==> src/rtl/def.sv <==
// Decoded instruction codes shared by the pipeline stages.
// Only the load/store codes matter to the memory stage; everything else is a no-op there.
package def_pkg;
  localparam logic [5:0] INST_ADD = 6'h01;
  localparam logic [5:0] INST_LH  = 6'h10;
  localparam logic [5:0] INST_LHU = 6'h11;
  localparam logic [5:0] INST_LW  = 6'h12;
  localparam logic [5:0] INST_SH  = 6'h13;
  localparam logic [5:0] INST_SW  = 6'h14;
endpackage

==> src/rtl/mem_pkg.sv <==
// Types and helpers for the memory-access stage: FSM states and operation classes.
package mem_pkg;
  import def_pkg::*;

  typedef enum logic [1:0] {IDLE, BYTE0, BYTE1, DONE} mem_state_t;

  typedef enum logic [2:0] {
    BYTE_LOAD_S, BYTE_LOAD_U, WORD_LOAD, BYTE_STORE, WORD_STORE, NOP
  } op_class_t;

  function automatic op_class_t op_class(input logic [5:0] inst);
    case (inst)
      INST_LH:  return BYTE_LOAD_S;
      INST_LHU: return BYTE_LOAD_U;
      INST_LW:  return WORD_LOAD;
      INST_SH:  return BYTE_STORE;
      INST_SW:  return WORD_STORE;
      default:  return NOP;
    endcase
  endfunction

  function automatic logic is_word(input op_class_t c);
    return (c == WORD_LOAD) || (c == WORD_STORE);
  endfunction

  function automatic logic is_store(input op_class_t c);
    return (c == BYTE_STORE) || (c == WORD_STORE);
  endfunction

  function automatic logic is_load(input op_class_t c);
    return (c == BYTE_LOAD_S) || (c == BYTE_LOAD_U) || (c == WORD_LOAD);
  endfunction
endpackage

==> src/rtl/mem_access_if.sv <==
// Byte-wide request/acknowledge memory bus.
// Handshake: master holds mem_req with stable mem_addr/mem_we/mem_wdata until it samples mem_ack high;
// read data on mem_rdata is valid in the ack cycle; mem_ack without mem_req has no effect.
interface mem_access_if;
  logic        mem_req;
  logic        mem_we;
  logic [15:0] mem_addr;
  logic [7:0]  mem_wdata;
  logic        mem_ack;
  logic [7:0]  mem_rdata;

  modport master (
    output mem_req, mem_we, mem_addr, mem_wdata,
    input  mem_ack, mem_rdata
  );

  modport slave (
    input  mem_req, mem_we, mem_addr, mem_wdata,
    output mem_ack, mem_rdata
  );
endinterface

==> src/rtl/mem_access_load_extend.sv <==
// Builds the 16-bit load result from the captured bytes according to the operation class.
module load_extend
  import mem_pkg::*;
(
  input  op_class_t   op_i,
  input  logic [7:0]  byte_lo_i,
  input  logic [7:0]  byte_hi_i,
  output logic [15:0] rdata_o
);
  always_comb begin
    rdata_o = {8'h00, byte_lo_i};
    case (op_i)
      BYTE_LOAD_S: rdata_o = {{8{byte_lo_i[7]}}, byte_lo_i};
      WORD_LOAD:   rdata_o = {byte_hi_i, byte_lo_i};
      default:     ;
    endcase
  end
endmodule

==> src/rtl/mem_access.sv <==
// Memory-access stage: runs LH/LHU/LW/SH/SW as one or two little-endian byte transactions
// on the request/acknowledge bus and returns the extended load result.
module mem_access
  import mem_pkg::*;
(
  input  logic         clk,
  input  logic         rst,
  input  logic         start,
  input  logic [5:0]   d_inst,
  input  logic [15:0]  addr,
  input  logic [15:0]  wdata,
  output logic         busy,
  output logic         done,
  output logic [15:0]  rdata,
  mem_access_if.master bus,
  output mem_state_t   state_o
);
  mem_state_t  state_q;
  op_class_t   op_q;
  op_class_t   start_op_d;
  logic [15:0] addr_q;
  logic [7:0]  wdata_hi_q;
  logic [7:0]  lo_q;
  logic [7:0]  byte_lo_d;
  logic [15:0] rdata_d;
  logic [15:0] rdata_q;
  logic        busy_q;
  logic        done_q;
  logic        req_q;
  logic        we_q;
  logic [15:0] maddr_q;
  logic [7:0]  mwdata_q;

  assign start_op_d = op_class(d_inst);
  // Byte loads finish on the BYTE0 ack, so the low byte comes straight off the bus there.
  assign byte_lo_d  = (state_q == BYTE0) ? bus.mem_rdata : lo_q;

  load_extend u_load_extend (
    .op_i      (op_q),
    .byte_lo_i (byte_lo_d),
    .byte_hi_i (bus.mem_rdata),
    .rdata_o   (rdata_d)
  );

  always_ff @(posedge clk) begin
    if (rst) begin
      state_q    <= IDLE;
      op_q       <= NOP;
      addr_q     <= '0;
      wdata_hi_q <= '0;
      lo_q       <= '0;
      rdata_q    <= '0;
      busy_q     <= 1'b0;
      done_q     <= 1'b0;
      req_q      <= 1'b0;
      we_q       <= 1'b0;
      maddr_q    <= '0;
      mwdata_q   <= '0;
    end else begin
      done_q <= 1'b0;
      case (state_q)
        IDLE: begin
          if (start) begin
            op_q       <= start_op_d;
            addr_q     <= addr;
            wdata_hi_q <= wdata[15:8];
            busy_q     <= 1'b1;
            if (start_op_d == NOP) begin
              state_q <= DONE;
              done_q  <= 1'b1;
            end else begin
              state_q  <= BYTE0;
              req_q    <= 1'b1;
              we_q     <= is_store(start_op_d);
              maddr_q  <= addr;
              mwdata_q <= wdata[7:0];
            end
          end
        end
        BYTE0: begin
          if (bus.mem_ack) begin
            lo_q <= bus.mem_rdata;
            if (is_word(op_q)) begin
              state_q  <= BYTE1;
              maddr_q  <= addr_q + 16'd1;
              mwdata_q <= wdata_hi_q;
            end else begin
              state_q <= DONE;
              req_q   <= 1'b0;
              we_q    <= 1'b0;
              done_q  <= 1'b1;
              if (is_load(op_q)) rdata_q <= rdata_d;
            end
          end
        end
        BYTE1: begin
          if (bus.mem_ack) begin
            state_q <= DONE;
            req_q   <= 1'b0;
            we_q    <= 1'b0;
            done_q  <= 1'b1;
            if (is_load(op_q)) rdata_q <= rdata_d;
          end
        end
        DONE: begin
          state_q <= IDLE;
          busy_q  <= 1'b0;
        end
        default: state_q <= IDLE;
      endcase
    end
  end

  assign busy          = busy_q;
  assign done          = done_q;
  assign rdata         = rdata_q;
  assign bus.mem_req   = req_q;
  assign bus.mem_we    = we_q;
  assign bus.mem_addr  = maddr_q;
  assign bus.mem_wdata = mwdata_q;
  assign state_o       = state_q;
endmodule
==> src/flat_wrapper.sv <==
// flat-port wrapper written by rule: the top's interface ports become plain ports
module mem_access_flat import mem_pkg::*;
  (clk, rst, start, d_inst, addr, wdata, busy, done, rdata, state_o, bus_mem_req, bus_mem_we, bus_mem_addr, bus_mem_wdata, bus_mem_ack, bus_mem_rdata);
  mem_access_if bus_i ();
  input  logic clk;
  input  logic rst;
  input  logic start;
  input  logic [5:0] d_inst;
  input  logic [15:0] addr;
  input  logic [15:0] wdata;
  output logic busy;
  output logic done;
  output logic [15:0] rdata;
  output mem_state_t state_o;
  output wire logic [$bits(bus_i.mem_req)-1:0] bus_mem_req;
  output wire logic [$bits(bus_i.mem_we)-1:0] bus_mem_we;
  output wire logic [$bits(bus_i.mem_addr)-1:0] bus_mem_addr;
  output wire logic [$bits(bus_i.mem_wdata)-1:0] bus_mem_wdata;
  input wire logic [$bits(bus_i.mem_ack)-1:0] bus_mem_ack;
  input wire logic [$bits(bus_i.mem_rdata)-1:0] bus_mem_rdata;
  assign bus_mem_req = bus_i.mem_req;
  assign bus_mem_we = bus_i.mem_we;
  assign bus_mem_addr = bus_i.mem_addr;
  assign bus_mem_wdata = bus_i.mem_wdata;
  assign bus_i.mem_ack = bus_mem_ack;
  assign bus_i.mem_rdata = bus_mem_rdata;
  mem_access u_core (.clk(clk), .rst(rst), .start(start), .d_inst(d_inst), .addr(addr), .wdata(wdata), .busy(busy), .done(done), .rdata(rdata), .bus(bus_i), .state_o(state_o));
endmodule
==> config.mk <==
export PLATFORM = sky130hd
export DESIGN_NAME = mem_access_flat
export DESIGN_NICKNAME = d
export VERILOG_FILES = /design/src/rtl/def.sv /design/src/rtl/mem_pkg.sv /design/src/rtl/mem_access_if.sv /design/src/rtl/mem_access_load_extend.sv /design/src/rtl/mem_access.sv /design/src/flat_wrapper.sv
export SDC_FILE = /design/constraint.sdc
export NUM_CORES = 1
export LEC_CHECK = 0
export BUFFER_PORTS_ARGS = -buffer_cell sky130_fd_sc_hd__buf_2
export CORE_AREA = 2 2 114 116
export DETAILED_ROUTE_END_ITERATION = 6
export DIE_AREA = 0 0 116 118
export GPL_TIMING_DRIVEN = 0
export MAX_ROUTING_LAYER = met4
export PLACE_DENSITY = 0.58
export SETUP_SLACK_MARGIN = 0.05
export SYNTH_ARGS = -nofsm -noshare
export SYNTH_HDL_FRONTEND = slang
export SYNTH_HIERARCHICAL = 1
export SYNTH_SLANG_ARGS = --single-unit
export TNS_END_PERCENT = 30
==> constraint.sdc <==
create_clock -name clk -period 6 [get_ports clk]
set_input_delay 0.9 -clock clk [delete_from_list [all_inputs] [get_ports clk]]
set_output_delay 0.9 -clock clk [all_outputs]
set_load 0.01 [all_outputs]
Word level (Yosys, flattened, before mapping)
Index checks and enable logic that the tools add are counted.
{ "totals": {"register_bits": 81, "word_cells": 91, "output_inout_bits": 46} }
{ "classes": {"add_sub_neg": 1, "muxes": 41, "n_reduce_logical": 17, "eq_ne": 20} }
{ "op_table": {"columns": ["operator", "count"], "rows": [
  ["16-bit 2-to-1 mux", 8],
  ["16-bit case mux with 2 select lines", 3],
  ["8-bit 2-to-1 mux", 5],
  ["6-bit by 5-bit equality test with 1-bit output (second input constant)", 5],
  ["16-bit by 1-bit adder with 16-bit output (second input constant)", 1],
  ["8-bit case mux with 2 select lines", 1],
  ["3-bit case mux with 5 select lines", 1],
  ["1-bit 2-to-1 mux", 14],
  ["2-bit inequality test (second input constant)", 6],
  ["3-bit equality test (second input constant)", 3],
  ["1-bit case mux with 3 select lines", 3],
  ["2-bit 2-to-1 mux", 4],
  ["2-bit case mux with 4 select lines", 1],
  ["3-bit by 2-bit equality test with 1-bit output (second input constant)", 2],
  ["2-bit AND reduction", 3],
  ["6-bit AND reduction", 1],
  ["2-bit nonzero test", 3],
  ["5-bit AND reduction", 1],
  ["2-bit equality test (second input constant)", 2],
  ["1-bit logical OR", 4],
  ["4-bit AND reduction", 1],
  ["3-bit by 1-bit equality test with 1-bit output (second input constant)", 1],
  ["3-bit zero test", 1],
  ["3-bit AND reduction", 1],
  ["4 further kinds", 4]
]} }

Logic depth before layout (Yosys ltp)
{ "depth": {"depth_word": 7, "depth_mapped": 11, "mapped_depth_nobuf": 7} }

Hierarchy
Netlist, hierarchy kept.
{ "by_module_without_submodules": {"columns": ["mod", "area_per_inst_um2", "cells_each", "n_inst", "seq_area_each_um2"], "rows": [
  ["mem_access", 3829.9, 454, 1, 1621.6],
  ["load_extend", 215.2, 29, 1, 0.0]
]} }

Worst setup path before layout
Ideal clock, no wire load.
{ "synth_timing": {"kind": "register to register", "start": "reg u_core.state_q[1], in the netlist u_core/state_o[1]", "end": "reg u_core.rdata_q[10], in the netlist u_core/rdata[10]", "stages_incl_launch_ff": 12, "required_ns": 5.872, "path_slack_ns": 3.697, "synth_period_minus_slack_ns": 2.303, "setup_ns": 0.128, "arrival_time_ns": 2.175, "path_cell_list": "dfxtp_1 -> inv_1 -> ha_1 -> buf_2 -> clkbuf_1 -> clkbuf_1 -> mux2_2 -> nand2b_4 -> buf_6 -> a21oi_2 -> mux2i_1 -> nor2_1"} }
{ "synth_between": {"elab_chain_cells": 7} }
{ "synth_lines": {"columns": ["item", "line_no", "rtl"], "rows": [
  ["start: declaration", "mem_access.sv:18", "mem_state_t state_q;"],
  ["start signal: assignment", "mem_access.sv:47", "state_q <= IDLE;"],
  ["start signal: assignment", "mem_access.sv:69", "state_q <= DONE;"],
  ["start signal: assignment", "mem_access.sv:72", "state_q <= BYTE0;"],
  ["2-bit by 1-bit equality test with 1-bit output (*)", "mem_access.sv:36", "assign byte_lo_d = (state_q == BYTE0) ? bus.mem_rdata : lo_q;"],
  ["8-bit 2-to-1 mux (*)", "mem_access.sv:36", null],
  ["net u_core.byte_lo_d[7]", "mem_access.sv:24", "logic [7:0] byte_lo_d;"],
  ["16-bit case mux with 2 select lines (*)", "mem_access_load_extend.sv:12", "case (op_i)"],
  ["net u_core.rdata_d[10]", "mem_access.sv:25", "logic [15:0] rdata_d;"],
  ["16-bit 2-to-1 mux (*)", "mem_access.sv:92, mem_access.sv:102", null],
  ["16-bit 2-to-1 mux", "mem_access.sv:83", "if (is_word(op_q)) begin"],
  ["16-bit 2-to-1 mux", "mem_access.sv:81", "if (bus.mem_ack) begin"],
  ["16-bit case mux with 2 select lines (*)", "mem_access.sv:61", "case (state_q)"],
  ["end signal: assignment", "mem_access.sv:92", "if (is_load(op_q)) rdata_q <= rdata_d;"],
  ["end signal: assignment", "mem_access.sv:102", "if (is_load(op_q)) rdata_q <= rdata_d;"],
  ["end: declaration", "mem_access.sv:26", "logic [15:0] rdata_q;"]
]} }
Mark *: on every way through the listed nets, which the timed path passes. The rest lies on a longest branch. The select of a mux whose other input is x is not followed.
A chain may end at the register's enable or synchronous reset.

Worst setup path in the final report
{ "layout_timing": {"start": "reg u_core.state_q[1], in the netlist u_core/state_o[1]", "end": "reg u_core.rdata_q[14], in the netlist u_core/rdata[14]"} }
The elaborated chain is that of the path after synthesis.

==> reports/metrics.csv <==
metric,value,unit
status,"finished, final reports clean",
"Async S/R FF share, synth",0,%
count of input and output buffers,94,
DPL Wire Length,8750,um
Root Driver,clkbuf_16,
final setup margin,3.21,ns
TritonCTS clock tree,done,
Avg Inst Size Synth,8.38,um2
vias in the first global route,3773,
total core area,0.0124,mm2
RSZ-0062 raised after global routing,false,
Synth Area in Compound Gates,18.7,%
Yosys reg bits,81,
Int Power,1.29,mW
WL per Instance,15.5,um
GP Congestion,0.859,
DRC Markers,0,
pin count of the biggest net entering global routing,16,
number of DRC markers in iteration 0,255,
fin crit share,46.5,%
DRT Wirelength,11900,um
Critical Path AT,3.00,ns
fmax,358,MHz
die height,118,um
share of layout cells above drive strength 1,25.6,%
Post-synth EDFFs,0,
Die Width,116,um
area delta synth->final,24.5,%
TritonCTS buffer count,9,
largest family of logic cells by synthesized area,simple AND/OR/NAND/NOR gates,
synth unique cells,49,
first-pass GRT wire length,19300,um
drt pass-1 iters,5,
Yosys warning total,6,
Skew-Pair Late Insertion Delay,0.34,ns
Peak VDD IR,0.169,mV
Clock Sinks,81,
"Req. time, crit path",6.21,ns
Seq pwr share,34.6,%
Synth Flop Type,dfxtp_1,
mux share of post-synthesis cell area,11.9,%
number of max-cap violations,0,
final hold vios,0,
post-synthesis xor/xnor area fraction,0.866,%
min cycle time layout,2.79,ns
row count,41,
critical path peak fanout,10,
FILL cells,1315,
Max-slew headroom,56.8,%
clock power share,27.0,%
Tot Pwr,2.09,mW
htree depth,3,
# hold bufs at CTS,0,
setup TNS,0,ns
Post-CTS Setup Bufs,0,
antenna-violating nets left,0,
Initial Util,32.6,%
HP Class,flop to flop,
Critical Path Start Type,flop,
CTS resizes,0,
endpoint type of the worst setup path,flop,
vias per std cell,5.08,
Bufs on Longest Clock Path,2,
gr ovfl total,0,
I/O pins,96,
final setup fails,0,
Layout Nets,643,
initial antenna violation count,0,
Mapped Cells,483,
post-synthesis cell area,0.00405,mm2
ant diodes,0,
Die Area,0.0137,mm2
Logic pwr share,38.5,%
Synth Area in Adders,1.55,%
Lkg Pwr,2.09,nW
clock-pin transition on the worst setup and hold timing paths,0.07,ns
vias,3884,
Global Route Usage Sum,18.3,%
Sw Share,38.4,%
Max Slew Vio Count,0,
final clock skew,0.00768,ns
Least-Margin Pin Slew,0.648,ns
P per Cell Area,414,mW/mm2
syn nets,538,
kind of critical path,flop to flop,
Placement Setup Slack,3.26,ns
Synth Area in Simple Gates,20.4,%
P_sw,0.802,mW
sequential area share after synthesis,40.1,%
## cell families after synthesis
group	after synthesis
compound gates	116
xor+xnor	4
fa+ha+maj	5
buf+inv	54
flops	81
mux	47
simple gates	176
## synth_stat cells, types with 4 or more instances
library cell	number	area, um2
or3_1	4	25.0
nor2_1	32	120
a31oi_1	10	62.6
a21oi_1	39	195
mux2i_1	38	380
nor4_1	5	31.3
inv_1	9	33.8
nand4_1	5	31.3
or4_1	6	45.0
ha_1	5	62.6
nand2_1	89	334
o21ai_1	7	35.0
clkbuf_1	23	86.3
nand3_1	16	80.1
buf_1	4	15.0
buf_4	8	60.1
nand2b_1	7	43.8
xnor2_1	4	35.0
mux2_2	8	90.1
a21oi_2	7	61.3
buf_2	7	35.0
dfxtp_1	81	1620
o21ai_0	14	70.1
o311ai_0	6	52.6
a211oi_1	12	90.1
a311o_1	4	40.0
## per-layer routing
layer	track usage, %	share of wire, %
met1	24.4	46
met2	27.7	46
met3	4.02	6.1
met4	5.51	1.9
met5	-	0
## sequential cells by signal (all words and copies together), names as in the netlist
name	flops
u_core/state_o	2
u_core/done	1
u_core/busy	1
u_core/wdata_hi_q	8
u_core/bus.mem_wdata	8
u_core/bus.mem_we	1
u_core/lo_q	8
u_core/addr_q	16
u_core/bus.mem_req	1
u_core/rdata	16
u_core/bus.mem_addr	16
u_core/op_q	3
## power groups by stage
stage | clock network (mW) | logic [mW] | registers, mW
after global placement | 0 | 0.778 | 0.727
after detailed placement | 0 | 0.795 | 0.730
after CTS | 0.574 | 0.799 | 0.721
after global routing | 0.597 | 0.889 | 0.735
final | 0.563 | 0.803 | 0.721
after floorplan | 0 | 0.514 | 0.750
## stage by stage
step | instance area [um2] | utilization (%) | hold slack (ns) | cells
final | 5040 | 40.6 | 0.454 | 765
after floorplan | 4050 | - | 0.434 | 483
after detailed placement | 4730 | 38.1 | 0.447 | 749
after global placement | 4730 | 38.1 | 0.443 | 749
after global routing | 5040 | 40.6 | 0.477 | 765
after CTS | 5040 | 40.6 | 0.456 | 765
## worst paths after layout
path	to	start	cells after the start	slack, ns
min	u_core/wdata_hi_q[2]	u_core/wdata_hi_q[2]	2	0.45
max	u_core/rdata[14]	u_core/state_o[1]	11	3.21
max reg2reg	u_core/rdata[14]	u_core/state_o[1]	11	3.21
min reg2reg	u_core/wdata_hi_q[2]	u_core/wdata_hi_q[2]	2	0.45
## worst max-delay path, stage by stage, from the launching register on
cell,delay [ns]
dfxtp_1,0.34
inv_1,0.13
ha_1,0.18
buf_2,0.21
clkbuf_1,0.34
clkbuf_1,0.55
mux2_2,0.45
nand2b_4,0.08
buf_6,0.14
a21oi_2,0.06
mux2i_1,0.13
nor2_1,0.05
## layout by cell type (no fill, tap or decap), drive strengths merged, types with 3 or more instances in the layout
cell / count
or3: 4
clkinv: 3
nor3: 3
a21oi: 47
a311o: 4
xnor2: 4
ha: 5
a31oi: 10
nand4: 5
nand2: 89
o311ai: 6
clkbuf: 32
buf: 116
nand2b: 8
mux2i: 38
inv: 10
nor2: 32
o21ai: 21
nor4: 6
or4: 6
mux2: 9
dfxtp: 81
a211oi: 13
nand3: 16
## area by class of cell
class,instances,area (um2),area share (%)
inverters,9,33.8,0.671
repair buffers,94,470,9.34
flip-flops and latches,81,1620,32.2
clock inverters,7,80.1,1.59
multi-input cells,348,2160,42.9
plain buffers,45,230,4.57
well taps,172,215,4.27
clock buffers,9,225,4.47
(Power assumes the default switching activity.)
